--- config.mk ---
export PLATFORM = sky130hd
export DESIGN_NAME = prv_int_src
export DESIGN_NICKNAME = d
export VERILOG_FILES = /design/src/rtl/prv_int_src.sv
export SDC_FILE = /design/constraint.sdc
export NUM_CORES = 1
export LEC_CHECK = 0
export CORE_MARGIN = 2
export CORE_UTILIZATION = 35
export CTS_CLUSTER_DIAMETER = 40
export CTS_CLUSTER_SIZE = 16
export DETAILED_ROUTE_END_ITERATION = 10
export SYNTH_ARGS = -nofsm -noshare
export SYNTH_HDL_FRONTEND = slang
export SYNTH_SLANG_ARGS = --single-unit
--- constraint.sdc ---
create_clock -name CLK -period 3.4 [get_ports CLK]
set_clock_uncertainty 0.05 [all_clocks]
set_input_delay 0.34 -clock CLK [delete_from_list [all_inputs] [get_ports CLK]]
set_output_delay 0.34 -clock CLK [all_outputs]
set_load 0.02 [all_outputs]
--- src/rtl/prv_int_src.sv ---
// Machine-level interrupt source: mtime / mtimecmp / msip behind a single-word
// slave port, with a synchroniser for the asynchronous external interrupt line.
module prv_int_src #(
  parameter logic [31:0] BASE_ADDR   = 32'hFFFF_FFE0,
  parameter int unsigned PRESCALE    = 1,
  parameter int unsigned SYNC_STAGES = 2
) (
  input  logic        CLK,
  input  logic        RST,
  input  logic [31:0] addr,
  input  logic        ren,
  input  logic        wen,
  input  logic [31:0] wdata,
  output logic [31:0] rdata,
  output logic        ack,
  output logic        err,
  input  logic        ext_irq_in,
  output logic        timer_int,
  output logic [1:0]  timer_prv,
  output logic        soft_int,
  output logic [1:0]  soft_prv,
  output logic        ext_int,
  output logic [1:0]  ext_prv,
  output logic [63:0] mtime_o
);

  localparam logic [4:0]  OFF_MTIME_LO = 5'h00;
  localparam logic [4:0]  OFF_MTIME_HI = 5'h04;
  localparam logic [4:0]  OFF_CMP_LO   = 5'h08;
  localparam logic [4:0]  OFF_CMP_HI   = 5'h0C;
  localparam logic [4:0]  OFF_MSIP     = 5'h10;
  localparam logic [4:0]  OFF_EXT      = 5'h14;
  localparam logic [15:0] PRE_TC       = 16'(PRESCALE - 1);

  logic [63:0]            mtime;
  logic [63:0]            mtimecmp;
  logic                   msip;
  logic [15:0]            pre_cnt;
  logic                   tick;
  logic [SYNC_STAGES-1:0] sync_q;

  logic [4:0]  off;
  logic        sel;
  logic        bad_align;
  logic        bad_dir;
  logic        bad_off;
  logic        req_err;
  logic        wr_ok;
  logic        wr_mtime_lo;
  logic        wr_mtime_hi;
  logic        wr_cmp_lo;
  logic        wr_cmp_hi;
  logic        wr_msip;
  logic [31:0] rd_mux;

  // Request decode
  always_comb begin
    off         = addr[4:0];
    sel         = (ren | wen) & (addr[31:5] == BASE_ADDR[31:5]);
    bad_align   = (addr[1:0] != 2'b00);
    bad_dir     = ren & wen;
    bad_off     = (off[4:3] == 2'b11);
    req_err     = bad_align | bad_dir | bad_off;
    wr_ok       = sel & wen & ~req_err;
    wr_mtime_lo = wr_ok & (off == OFF_MTIME_LO);
    wr_mtime_hi = wr_ok & (off == OFF_MTIME_HI);
    wr_cmp_lo   = wr_ok & (off == OFF_CMP_LO);
    wr_cmp_hi   = wr_ok & (off == OFF_CMP_HI);
    wr_msip     = wr_ok & (off == OFF_MSIP);
  end

  always_comb begin
    rd_mux = 32'h0;
    case (off)
      OFF_MTIME_LO: rd_mux = mtime[31:0];
      OFF_MTIME_HI: rd_mux = mtime[63:32];
      OFF_CMP_LO:   rd_mux = mtimecmp[31:0];
      OFF_CMP_HI:   rd_mux = mtimecmp[63:32];
      OFF_MSIP:     rd_mux = {31'h0, msip};
      OFF_EXT:      rd_mux = {31'h0, ext_int};
      default:      rd_mux = 32'h0;
    endcase
  end

  assign tick = (pre_cnt == PRE_TC);

  always_ff @(posedge CLK) begin
    if (RST) begin
      pre_cnt <= 16'h0;
    end else if (tick) begin
      pre_cnt <= 16'h0;
    end else begin
      pre_cnt <= pre_cnt + 16'h1;
    end
  end

  // A write to either half wins over a coincident tick; that tick is lost.
  always_ff @(posedge CLK) begin
    if (RST) begin
      mtime <= 64'h0;
    end else if (wr_mtime_lo) begin
      mtime[31:0] <= wdata;
    end else if (wr_mtime_hi) begin
      mtime[63:32] <= wdata;
    end else if (tick) begin
      mtime <= mtime + 64'h1;
    end
  end

  always_ff @(posedge CLK) begin
    if (RST) begin
      mtimecmp <= 64'hFFFF_FFFF_FFFF_FFFF;
      msip     <= 1'b0;
    end else begin
      if (wr_cmp_lo) mtimecmp[31:0]  <= wdata;
      if (wr_cmp_hi) mtimecmp[63:32] <= wdata;
      if (wr_msip)   msip            <= wdata[0];
    end
  end

  always_ff @(posedge CLK) begin
    if (RST) begin
      timer_int <= 1'b0;
    end else begin
      timer_int <= (mtime >= mtimecmp);
    end
  end

  always_ff @(posedge CLK) begin
    if (RST) begin
      sync_q <= '0;
    end else begin
      sync_q <= {sync_q[SYNC_STAGES-2:0], ext_irq_in};
    end
  end

  // Response: read data reflects register state before this edge's updates.
  always_ff @(posedge CLK) begin
    if (RST) begin
      ack   <= 1'b0;
      err   <= 1'b0;
      rdata <= 32'h0;
    end else begin
      ack   <= sel;
      err   <= sel & req_err;
      rdata <= (sel & ren & ~req_err) ? rd_mux : 32'h0;
    end
  end

  assign ext_int   = sync_q[SYNC_STAGES-1];
  assign soft_int  = msip;
  assign mtime_o   = mtime;
  assign timer_prv = 2'b11;
  assign soft_prv  = 2'b11;
  assign ext_prv   = 2'b11;

endmodule
==> impl_results.md, run 1 <==
- Leak: approximately 5.2 nW
- Routed WL per cell: between 20 and 25 µm
- Period utilisation layout: 0.919
- CTS Root Cell: clkbuf_16
- Top-area cell type share of the netlist area: 0.357
- Die ar.: between 30000 and 40000 µm²
- Cells after Synth: about 1300
- Row Count: between 60 and 70
- Worst-skew pair later-pin latency: roughly 0.44 ns
- CP Cell Sequence: ha_1 -> nand4_1 -> nor3_1 -> nand2_1 -> nor4_1 -> o21ai_0 -> a32o_1
- Hpwl dp: about 28000 µm
- Endpoint class of the critical path: flip-flop
- CTS tree: yes
- Layout cells sized above 1: 0.0826
- Gpl congestion: 0.915
- Residual DRC: 0
- Async SR Flop Fraction: 0
- Area used by multi-input combinational logic: 5970 µm²
- Syn-to-layout area delta: 29.6%
- Vias per Instance: ~5.8
- Initial core utilization: 0.355
- PortBufs: between 150 and 200
- Final setup viols: 0
- Crit Path Class: reg -> reg
- Clk pin slew, worst setup/hold paths: around 0.07 ns
- Layout Utilization: 0.460
- DIE HEIGHT: 175 µm
- Remaining Overflow, GRT: 0
- TNS Setup: 0 ns
- Critical path launch point type: flip-flop
- Drt first-iter violations: about 970
- Initial antenna violation count: 0
- Antenna diode instance count: 0
- Final hold slack: around 0.39 ns
- Hold Vio Cnt, Final: 0
- Vias after detailed routing: ~11000
- TritonRoute pass-1 iters: 7
- Post-DRT Antenna Nets: 0
- WP data arrival: ~3.4 ns
- Synthesized area per cell: approximately 8 µm²
- Max Cap Violations: 0
- Slowest stage delay, CP: 0.55 ns
- Clk sinks: 182
- P per Cell Area: 341 nW/µm²
- WP data required: approximately 3.7 ns
- Hold_buf cts: 0
- Final min period: roughly 3.1 ns
- TritonCTS Buffers: 17
- Hold path cells: 1
- # fillers: 2869
- Die X: around 170 µm
- Cts repair resizes: 0
- Total GRT Usage: 0.250
- Yosys cell types: 67
- Maximum VDD drop: ~0.00027 V
- Top-Level Pins: approximately 180
- Core area: between 20000 and 30000 µm²
- Worst r2r path cells: 7
- Critical Path Fanout Max: 7
- Max_slew headroom: 0.325
- Worst-Margin Slew: between 1 and 1.5 ns
- Post-Syn Area: 10200 µm²
- CTS H-tree lvls: 4
- Cell taking the most area after synthesis: dfxtp_1
- First-pass GRT wire length: ~60000 µm
- Synth top area cells: dfxtp_1 36%, ha_1 8.2%, nand2_1 5.5%
- Seq/Total Area, Yosys: 0.357
- Longest Clk Path Bufs: 2
- Sequential cell area: ~3600 µm²
- Max Clk Rate: between 0.3 and 0.4 GHz
- Post-CTS Setup Repair Bufs: 0
- Vias in the first global route: 10200
- Status: finished clean
- Yosys Warn Count: 0
- Slowest stage cell, crit path: dfxtp_1
- Layout Nets: approximately 1600
- Largest net degree at the start of global routing: 64
- Main flop type after synthesis: dfxtp_1
- Post-synth EDFFs: 0
- Routed wire length: around 39000 µm
- Max-slew violations: 0
- Min-Delay Path Class: reg -> reg
- Number of synthesized register bits: about 180
- Unrepaired setup endpoints after global routing: no
-- cell usage after synthesis (4+ instances only) --
master,instances
a31oi_1,13
nor4b_1,4
or3_1,17
xor2_1,12
buf_1,5
buf_4,6
nand2_1,150
a21oi_1,91
nor4_1,17
o211ai_1,68
mux2_2,5
dfxtp_1,182
and4_1,12
or2_2,4
and3_1,21
nand4_1,37
a22oi_1,66
a211oi_1,19
ha_1,67
a21o_1,14
nor2b_1,5
nand3_1,44
and2_1,11
clkbuf_1,67
inv_1,79
o311ai_0,4
a32o_1,7
o41ai_1,5
nor2_1,82
or4_1,4
xnor2_1,13
o21ai_0,55
a221oi_1,8
nor3_1,29
-- routing by layer --
| metal | vias up | share of wire | track usage |
|---|---|---|---|
| met3 | 44 | 0.081 | 0.0466 |
| li1 | 5064 | - | - |
| met2 | 463 | 0.45 | 0.401 |
| met4 | 0 | 0.020 | 0.0729 |
| met5 | - | 0 | 0 |
| met1 | 5139 | 0.45 | 0.343 |
-- registers in the layout, summed over array words and instances (netlist names) --
signal and count:
timer_int 1, ack 1, sync_q 2, mtime_o 64, pre_cnt 16, mtimecmp 64, rdata 32, err 1
soft_int 1
-- cell type report --
type / count / share of cell area
multi-input cells: 938 / 0.452
flip-flops and latches: 182 / 0.276
clock buffers: 18 / 0.0332
well taps: 384 / 0.0364
repair buffers: 234 / 0.167
inverters: 80 / 0.0227
clock inverters: 13 / 0.0128
-- worst max-delay path, delay by kind of cell (launching register included) --
family | cells | cell delay, ns
fa+ha+maj | 1 | 0.32
flops | 1 | 0.55
simple gates | 4 | 1.65
compound gates | 2 | 0.45
-- cell families after synthesis --
family | after synthesis | share of synthesized area
other | 1 | 0.000368
buffers and inverters | 160 | 0.0613
AO/OA/AOI/OAI | 379 | 0.249
flip-flops | 182 | 0.357
AND/OR/NAND/NOR | 453 | 0.220
adder cells (fa/ha/maj) | 67 | 0.0822
multiplexers | 8 | 0.00847
XOR/XNOR | 25 | 0.0215
-- cell usage in the layout, fill, tap and decap left out, drive strengths merged, types with 6 or more instances in the layout --
master / n
dfxtp: 182
clkdlybuf4s50: 168
nand2: 151
a21oi: 91
inv: 84
nor2: 82
o211ai: 68
ha: 67
a22oi: 66
buf: 66
o21ai: 56
nand3: 45
nand4: 37
nor3: 29
and3: 21
a211oi: 19
nor4: 18
clkbuf: 18
or3: 17
a21o: 14
a31oi: 13
xnor2: 13
and4: 13
xor2: 12
and2: 12
a221oi: 8
a32o: 7
conb: 6
or4: 6
-- report_power, final --
part	switching, mW	total (mW)	internal (mW)
Clock	0.944	2.13	1.18
Sequential	0.00723	2.14	2.13
Combinational	0.135	0.241	0.106
Total	1.09	4.51	3.42
-- final timing paths --
check	from	endpoint	slack [ns]
setup / recovery	mtime_o[1]$_SDFFE_PP0P_	mtime_o[38]$_SDFFE_PP0P_	0.27
hold reg to reg	sync_q[0]$_SDFF_PP0_	sync_q[1]$_SDFF_PP0_	0.39
setup reg to reg	mtime_o[1]$_SDFFE_PP0P_	mtime_o[38]$_SDFFE_PP0P_	0.27
hold / removal	sync_q[0]$_SDFF_PP0_	sync_q[1]$_SDFF_PP0_	0.39
-- through the flow --
stage / cell area [µm²] / instances / total power, mW / worst slack, ns
final: 13200 / 1849 / 4.51 / 0.275
after global routing: 13200 / 1849 / 4.62 / 0.139
after CTS: 13200 / 1849 / 4.53 / 0.371
after detailed placement: 12600 / 1818 / 2.43 / 0.110
after global placement: 12600 / 1818 / 2.43 / 0.211
after floorplan: 10200 / 1280 / 2.27 / 0.622
No activity file was read; power rests on OpenSTA's default activity.
==> run 2: changes to the inputs <==
Settings changed: CORE_UTILIZATION 35 to 54, PLACE_DENSITY set to 0.81.
==> impl_results.md, run 2 (synthesis results as in run 1) <==
- Status: finished clean (unchanged)
- Max Clk Rate: 0.323 GHz (was 0.320 GHz)
- CTS Root Cell: clkbuf_16 (unchanged)
- Sequential cell area: 3640 µm² (unchanged)
- Total GRT Usage: 0.358 (was 0.250)
- Worst-skew pair later-pin latency: 0.44 ns (about the same)
- Final setup viols: 0 (unchanged)
- Period utilisation layout: 0.912 (was 0.919)
- # fillers: 1564 (was 2869)
- Final hold slack: 0.242 ns (was 0.392 ns)
- Top-Level Pins: 176 (unchanged)
- Residual DRC: 0 (unchanged)
- Most frequent cells in the layout: 182 x dfxtp_1, 168 x clkdlybuf4s50_1, 150 x nand2_1 (unchanged)
- Area used by multi-input combinational logic: 5970 µm² (unchanged)
- Critical path launch point type: flip-flop (unchanged)
- WP data required: 3.65 ns (was 3.67 ns)
- Layout Nets: 1576 (was 1589)
- Hold Vio Cnt, Final: 0 (unchanged)
- RR Endpoint: mtime_o[58]$_SDFFE_PP0P_ (was mtime_o[38]$_SDFFE_PP0P_)
- Vias in the first global route: 10500 (was 10200)
- Worst r2r path cells: 8 (was 7)
- Cts repair resizes: 0 (unchanged)
- R2r setup slk: 0.30 ns (was 0.27 ns)
- Remaining Overflow, GRT: 0 (unchanged)
- Post-CTS Setup Repair Bufs: 0 (unchanged)
- Slowest stage delay, CP: 0.50 ns (was 0.55 ns)
- Vias after detailed routing: 11000 (was 10700)
- FF-to-FF Start: mtime_o[1]$_SDFFE_PP0P_ (unchanged)
- TritonRoute pass-1 iters: 6 (was 7)
- Leak: 5.18 nW (was 5.25 nW)
- Longest Clk Path Bufs: 2 (unchanged)
- Clk pin slew, worst setup/hold paths: 0.07 ns (about the same)
- DIE HEIGHT: 141 µm (was 175 µm)
- Critical Path Fanout Max: 8 (was 7)
- Placed cell area: 12300 µm² (was 12600 µm²)
- WP buf/inv: 0 (unchanged)
- First-pass GRT wire length: 56600 µm (was 59800 µm)
- Final min period: 3.10 ns (was 3.13 ns)
- Hold_buf cts: 0 (unchanged)
- Endpoint class of the critical path: flip-flop (unchanged)
- Largest delay share family, worst path: simple AND/OR/NAND/NOR gates (unchanged)
- Final setup margin: 0.300 ns (was 0.275 ns)
- Routed WL per cell: 21.6 µm (was 20.9 µm)
- Hpwl dp: 25200 µm (was 27700 µm)
- CTS H-tree lvls: 4 (unchanged)
- Max Cap Violations: 0 (unchanged)
- Largest net degree at the start of global routing: 65 (was 64)
- Die ar.: 20000 µm² (was 30500 µm²)
- Clk sinks: 182 (unchanged)
- WP data arrival: 3.35 ns (was 3.40 ns)
- Initial core utilization: 0.547 (was 0.355)
- Initial antenna violation count: 0 (unchanged)
- Unrepaired setup endpoints after global routing: no (unchanged)
- Vias per Instance: 6.52 (was 5.79)
- HP Start: RST (was sync_q[0]$_SDFF_PP0_)
- P per Cell Area: 347 nW/µm² (was 341 nW/µm²)
- Die X: 141 µm (was 175 µm)
- DP Worst Slack: -0.0213 ns (was 0.110 ns)
- Drt first-iter violations: 1394 (was 969)
- Post-Layout Cell Count: 1687 (was 1849)
- Core area: 18600 µm² (was 28700 µm²)
- Commonest non-fill, non-tap cell in the layout: dfxtp_1 (unchanged)
- Slowest stage cell, crit path: dfxtp_1 (unchanged)
- Gpl congestion: 0.934 (was 0.915)
- TritonCTS Buffers: 17 (unchanged)
- Routed wire length: 36400 µm (was 38700 µm)
- Max_slew headroom: 0.269 (was 0.325)
- Final Cell Area: 12900 µm² (was 13200 µm²)
- Worst setup path startpoint: mtime_o[1]$_SDFFE_PP0P_ (unchanged)
- CTS tree: yes (unchanged)
- Min-Delay Path Class: in -> reg (was reg -> reg)
- Syn-to-layout area delta: 26.7% (was 29.6%)
- Crit Path Class: reg -> reg (unchanged)
- PortBufs: 169 (unchanged)
- Layout cells sized above 1: 0.0744 (was 0.0826)
- Maximum VDD drop: 0.000345 V (was 0.000272 V)
- CP Cell Sequence: ha_1 -> nand4_1 -> nor3_1 -> nand3_1 -> nor4_1 -> o21ai_0 -> a221oi_1 -> nor2_1 (was ha_1 -> nand4_1 -> nor3_1 -> nand2_1 -> nor4_1 -> o21ai_0 -> a32o_1)
- Max-slew violations: 0 (unchanged)
- Worst-Margin Slew: 1.09 ns (was 1.01 ns)
- Cell total after placement: 1655 (was 1818)
- End point of the critical path: mtime_o[58]$_SDFFE_PP0P_ (was mtime_o[38]$_SDFFE_PP0P_)
- Row Count: 50 (was 62)
- Levels on crit path: 8 (was 7)
- Post-DRT Antenna Nets: 0 (unchanged)
[run 2: changes by cell type in the layout (fill, tap and decap cells not counted)]
cell        change
buf_12          -1
buf_4          -12
clkinv_2        -1
clkinv_4        +3
clkinvlp_4      -2
diode_2         +1
inv_6           +1
inv_8           -1
[run 2: worst register-to-register path, stage by stage (launching register included)]
cell and delay [ns]:
dfxtp_1 0.50, ha_1 0.27, nand4_1 0.31, nor3_1 0.46, nand3_1 0.39, nor4_1 0.50, o21ai_0 0.15, a221oi_1 0.29
nor2_1 0.06
[run 2: layer usage]
| layer | GRT usage | part of all wire | wire length [µm] | up-vias |
|---|---|---|---|---|
| li1 | - | - | - | 5028 |
| met1 | 0.474 | 0.41 | 14800 | 5117 |
| met2 | 0.571 | 0.45 | 16400 | 736 |
| met3 | 0.0796 | 0.11 | 3900 | 113 |
| met4 | 0.142 | 0.036 | 1320 | 0 |
| met5 | 0 | 0 | 0 | - |
[run 2: how the worst min path moves through the flow]
stage | endpoint | slack (ns) | cells after the start
floorplan | sync_q[1]$_SDFF_PP0_ | 0.36 | 1
global placement | sync_q[1]$_SDFF_PP0_ | 0.37 | 1
detailed placement | sync_q[1]$_SDFF_PP0_ | 0.38 | 1
CTS | mtimecmp[26]$_SDFFE_PP1P_ | 0.24 | 3
global route | mtimecmp[61]$_SDFFE_PP1P_ | 0.25 | 3
finish | mtimecmp[26]$_SDFFE_PP1P_ | 0.24 | 3
[run 2: final cells by class]
class,count,area share
multi-input cells,938,0.462
flip-flops and latches,182,0.282
repair buffers,221,0.163
clock buffers,18,0.0340
inverters,80,0.0232
well taps,234,0.0227
clock inverters,13,0.0134
diodes,1,0.000194
[run 2: report_power, final]
group          leakage, nW  switching (mW)  internal [mW]
registers             1.47         0.00673           2.13
logic                 3.41           0.128          0.105
clock network        0.298           0.928           1.19
[run 2: stage by stage]
step                utilization  setup TNS [ns]  power [mW]
CTS                       0.693               0        4.47
global placement          0.660               0        2.41
global route              0.693               0        4.59
floorplan                     -               0        2.27
finish                    0.693               0        4.49
detailed placement        0.660         -0.0310        2.42
